$ cat src/rtl/udp_cmd_pkg.sv
// udp_cmd_pkg: shared state encoding, command byte layout and opcodes for udp_cmd_rx
package udp_cmd_pkg;
   typedef enum logic [1:0] {IDLE, RECV, DROP} state_t;
   localparam int IDX_OP   = 0;
   localparam int IDX_CH   = 1;
   localparam int IDX_DATA = 2;
   localparam int IDX_FLAG = 6;
   localparam int IDX_CHK  = 7;
   localparam int SH_BYTES = IDX_CHK;
   localparam logic [7:0] OP_START = 8'h64;
   localparam logic [7:0] OP_STOP  = 8'h65;
   localparam logic [7:0] OP_TRIG  = 8'h66;
endpackage

$ cat src/rtl/sat_counter.sv
// sat_counter: increment-by-one counter that sticks at all-ones
module sat_counter #(
   parameter int W = 16
) (
   input  logic         clk,
   input  logic         rst_n,
   input  logic         inc,
   output logic [W-1:0] cnt
);
   always_ff @(posedge clk or negedge rst_n) begin
      if (!rst_n) cnt <= '0;
      else if (inc && !(&cnt)) cnt <= cnt + 1'b1;
   end
endmodule

$ cat src/rtl/udp_cmd_rx.sv
// udp_cmd_rx: parses fixed-length UDP command frames into a held command with valid/ready.
// Define UDP_CMD_CHKSUM_EN to require byte7 == XOR of bytes 0..6.
module udp_cmd_rx
   import udp_cmd_pkg::*;
#(
   parameter int P_CMD_LEN = 8,
   parameter int P_CNT_W   = 16
) (
   input  logic               i_clk,
   input  logic               i_rst_n,
   input  logic [15:0]        i_rec_len,
   input  logic [7:0]         i_rec_data,
   input  logic               i_rec_last,
   input  logic               i_rec_valid,
   output logic [7:0]         o_cmd_op,
   output logic [7:0]         o_cmd_ch,
   output logic [31:0]        o_cmd_data,
   output logic [7:0]         o_cmd_flag,
   output logic               o_cmd_valid,
   input  logic               i_cmd_ready,
   output logic [P_CNT_W-1:0] o_len_err_cnt,
   output logic [P_CNT_W-1:0] o_drop_cnt,
   output logic               o_busy
);
   state_t     state, state_nx;
   logic [7:0] cnt, cnt_nx, wr_idx;
   logic [7:0] sh [SH_BYTES];
   logic [7:0] sh_nx [SH_BYTES];
   logic       wr, complete, err_inc, drop_inc, load, chk_ok, len_ok, at_end;

   assign len_ok = i_rec_len == 16'(P_CMD_LEN);
   assign at_end = cnt == 8'(P_CMD_LEN - 1);
   assign wr_idx = state == IDLE ? 8'd0 : cnt;
   assign o_busy = state != IDLE;

   always_comb begin
      state_nx = state;
      cnt_nx   = cnt;
      wr       = 1'b0;
      complete = 1'b0;
      err_inc  = 1'b0;
      if (i_rec_valid) begin
         case (state)
            IDLE: begin
               wr     = 1'b1;
               cnt_nx = 8'd1;
               if (i_rec_last) err_inc = 1'b1;
               else state_nx = len_ok ? RECV : DROP;
            end
            RECV: begin
               wr     = 1'b1;
               cnt_nx = cnt + 8'd1;
               if (i_rec_last) begin
                  state_nx = IDLE;
                  complete = at_end;
                  err_inc  = !at_end;
               end else if (at_end) state_nx = DROP;
            end
            DROP: begin
               err_inc  = i_rec_last;
               state_nx = i_rec_last ? IDLE : DROP;
            end
            default: state_nx = IDLE;
         endcase
      end
   end

   // The byte arriving with last must reach the outputs, so loads read the merged shadow.
   always_comb begin
      for (int i = 0; i < SH_BYTES; i++)
         sh_nx[i] = (wr && wr_idx == 8'(i)) ? i_rec_data : sh[i];
   end

`ifdef UDP_CMD_CHKSUM_EN
   logic [7:0] x, x_nx;
   assign x_nx   = (wr && wr_idx <= 8'(IDX_CHK)) ? (state == IDLE ? i_rec_data : x ^ i_rec_data) : x;
   assign chk_ok = x_nx == 8'd0;
   always_ff @(posedge i_clk or negedge i_rst_n) begin
      if (!i_rst_n) x <= '0;
      else x <= x_nx;
   end
`else
   assign chk_ok = 1'b1;
`endif

   assign load     = complete && chk_ok && (!o_cmd_valid || i_cmd_ready);
   assign drop_inc = complete && !load;

   always_ff @(posedge i_clk or negedge i_rst_n) begin
      if (!i_rst_n) begin
         state       <= IDLE;
         cnt         <= '0;
         sh          <= '{default: '0};
         o_cmd_op    <= '0;
         o_cmd_ch    <= '0;
         o_cmd_data  <= '0;
         o_cmd_flag  <= '0;
         o_cmd_valid <= 1'b0;
      end else begin
         state       <= state_nx;
         cnt         <= cnt_nx;
         sh          <= sh_nx;
         o_cmd_valid <= load || (o_cmd_valid && !i_cmd_ready);
         if (load) begin
            o_cmd_op   <= sh_nx[IDX_OP];
            o_cmd_ch   <= sh_nx[IDX_CH];
            o_cmd_data <= {sh_nx[IDX_DATA], sh_nx[IDX_DATA+1], sh_nx[IDX_DATA+2], sh_nx[IDX_DATA+3]};
            o_cmd_flag <= sh_nx[IDX_FLAG];
         end
      end
   end

   sat_counter #(.W(P_CNT_W)) u_len_err (
      .clk(i_clk), .rst_n(i_rst_n), .inc(err_inc), .cnt(o_len_err_cnt)
   );
   sat_counter #(.W(P_CNT_W)) u_drop (
      .clk(i_clk), .rst_n(i_rst_n), .inc(drop_inc), .cnt(o_drop_cnt)
   );
endmodule

$ cat config.mk
export PLATFORM = sky130hd
export DESIGN_NAME = udp_cmd_rx
export DESIGN_NICKNAME = d
export VERILOG_FILES = /design/src/rtl/udp_cmd_pkg.sv /design/src/rtl/sat_counter.sv /design/src/rtl/udp_cmd_rx.sv
export SDC_FILE = /design/constraint.sdc
export NUM_CORES = 1
export LEC_CHECK = 0
export ABC_AREA = 0
export BUFFER_PORTS_ARGS = -buffer_cell sky130_fd_sc_hd__buf_2
export CELL_PAD_IN_SITES_DETAIL_PLACEMENT = 0
export CELL_PAD_IN_SITES_GLOBAL_PLACEMENT = 1
export CORE_MARGIN = 4
export CORE_UTILIZATION = 48
export CTS_BUF_LIST = sky130_fd_sc_hd__clkbuf_8 sky130_fd_sc_hd__clkbuf_16
export CTS_CLUSTER_SIZE = 24
export DETAILED_ROUTE_END_ITERATION = 10
export GPL_TIMING_DRIVEN = 0
export PLACE_DENSITY_LB_ADDON = 0.05
export SYNTH_ARGS = -nofsm -noshare
export SYNTH_HDL_FRONTEND = slang
export SYNTH_SLANG_ARGS = --single-unit
$ cat constraint.sdc
create_clock -name i_clk -period 7.87 [get_ports i_clk]
set_input_delay 1.574 -clock i_clk [delete_from_list [all_inputs] [get_ports i_clk]]
set_output_delay 1.574 -clock i_clk [all_outputs]
set_load 0.05 [all_outputs]
==> metrics <==
status finished clean; Max-slew headroom 23.6%; cts hold-fix bufs 0; Pre-antenna DRT Iters 4; I/O Pins 119; Antenna Cells 0; worst endpoint required time 6300 ps; count of pins over their slew limit 0; GRT overflow 0; drt wl/cell 16.4 um; row cnt 41; first-pass GRT wire length 21.8 mm; routed via count 4278; vias in the first global route 4348; Worst-Margin Slew 1140 ps; Mapped Cells 488; clock latency on the worst-skew pair 410 ps; post_cts resized 0; initial core utilization 49.9%; CTS clock-pin slew for the worst setup and hold paths 60 ps; initial antenna violation count 0; setup_tns 0 ps; endpoints failing hold 0; fmax 304 MHz; Filler Cell Count 1103; Via-to-Cell Ratio 5.27; post-synth top area share 60.4%; warnings from Yosys 0; Primary FF master, synth dfrtp_1; fin crit period 3280 ps; RSZ-0062 raised after global routing false; CP startpoint kind flop; CTS tree built; Tot Pwr 1.88 mW; Setup Crit Path Kind flop to output port; Die ar. 0.0153 mm2; part of the Yosys area used for sequential elements 60.4%; CP max FO 8; final instance area 0.00786 mm2; Synthesized Nets 524; core area 0.0129 mm2; critical path arrival 1710 ps; number of enable flip-flop cells after synthesis 0; PwrDens 239 mW/mm2; DP HPWL 9.28 mm; Synth area leaders dfrtp_1 (60%), mux2_2 (18%), xnor2_1 (3.3%), nand2_1 (3.0%), nand4_1 (1.5%); register bit total from synthesis 155; die outline height 124 um; count leader, synth dfrtp_1; area delta synth->final 22.5%; clock buffer depth 2; H-tree levels 4; Hold WC Path Type flop to flop; 1st-iter DRT viols 208; clk sinks 155; leakage power 4.14 nW; asr flop ratio synth 100%; Cell Area, Synth 0.00642 mm2; number of buffers created by CTS 17; DIE WIDTH 124 um; area leader, netlist dfrtp_1; clock root buffer clkbuf_16; Total Routing Usage GR 18.6%; Post-DP Area 0.00726 mm2; DRC errors left 0; Post-Route WL 13.3 mm; synth unique cells 46; Port Buffer Count 118; crit share post-route 41.7%; final setup fails 0; fin nets 662; Synth top cells by count dfrtp_1 (155), mux2_2 (100), nand2_1 (52); IR drop worst, VDD 0.139 mV; crit path capture type output port; max_cap viols 0; Hold Slack 475 ps; pin count of the biggest net entering global routing 81; Syn Area/Cell 13.2 um2; Final ANT Viol Nets 0; postcts setup bufs 0; share of cells above drive strength 1 41.0%; Final Skew 9.52 ps; GPL Wtd Cong 0.818
## metal layers
layer	wire length [um]	part of all wire [%]	GRT usage (%)	vias to the layer above
met4	165	1.2	6.37	0
met5	0	0	0	-
met2	6390	48	29.1	94
li1	-	-	-	2020
met3	771	5.8	5.31	14
met1	6000	45	25.2	2150
## critical path: stages (launching register included)
cell and delay (ps):
dfrtp_1 410, inv_1 100, ha_1 140, clkbuf_1 290
inv_1 130, buf_2 230
## report_power, final
group | switching (mW) | leakage, nW | total (mW) | internal, mW
Clock | 0.306 | 0.305 | 0.819 | 0.513
Combinational | 0.136 | 1.71 | 0.199 | 0.0632
Sequential | 0.0292 | 2.13 | 0.864 | 0.834
Total | 0.471 | 4.14 | 1.88 | 1.41
## cells by family (layout without fill, tap and decap cells)
family          count (synthesis)  in the layout  share of synthesized area [%]
flops                         155            155                           60.4
simple gates                  142            142                           11.2
mux                           102            102                           17.9
xor+xnor                       30             30                           4.09
compound gates                 29             29                           3.51
buf+inv                        23            174                           1.58
fa+ha+maj                       7              7                           1.36
## sequential cells by signal, indices dropped and copies added (netlist names)
signal / count
u_drop.cnt: 16
o_cmd_flag: 8
u_len_err.cnt: 16
cnt: 8
sh: 56
o_cmd_data: 32
o_cmd_ch: 8
o_cmd_op: 8
state: 2
o_cmd_valid: 1
## through the flow
| step | worst slack (ps) | util [%] | cells |
|---|---|---|---|
| floorplan | 4670 | - | 488 |
| global placement | 3000 | 56.1 | 778 |
| detailed placement | 4160 | 56.4 | 779 |
| CTS | 4550 | 61.1 | 811 |
| global route | 4370 | 61.1 | 811 |
| finish | 4590 | 61.1 | 811 |
## placed cells by master, fill, tap and decap left out, types with 3 or more instances in the layout
cell,n
nor3_2,3
nand2b_1,3
bufinv_16,3
clkbuf_1,8
nand4_1,15
a21oi_1,4
a31oi_1,8
nor4_1,5
nand3_1,13
o21ai_0,3
mux2_2,100
or4_1,3
ha_1,7
nor3_1,5
dfrtp_1,155
inv_1,10
and3_1,7
nor2b_1,4
nor2_1,20
buf_2,123
clkbuf_16,17
and2_1,3
xnor2_1,24
nand2_1,52
xor2_1,6
## worst paths after layout
kind | start | end | slack [ps] | depth (start not counted)
hold / removal | sh[8] | sh[8] | 470 | 2
min in group asynchronous | i_rst_n | u_len_err.cnt[11] | 1190 | 1
max in group asynchronous | i_rst_n | o_cmd_flag[3] | 5870 | 2
hold reg to reg | sh[8] | sh[8] | 470 | 2
setup / recovery | state[0] | o_busy | 4590 | 5
setup reg to reg | state[1] | o_cmd_flag[2] | 4950 | 9
## area by class of cell
class / count / area, um2 / share of cell area (%)
clock inverters: 13 / 151 / 1.93
inverters: 6 / 22.5 / 0.286
clock buffers: 19 / 453 / 5.76
plain buffers: 17 / 78.8 / 1.00
multi-input cells: 310 / 2440 / 31.0
repair buffers: 119 / 624 / 7.94
well taps: 172 / 215 / 2.74
flip-flops and latches: 155 / 3880 / 49.3
Note: power is estimated with default switching activity, not from simulation.
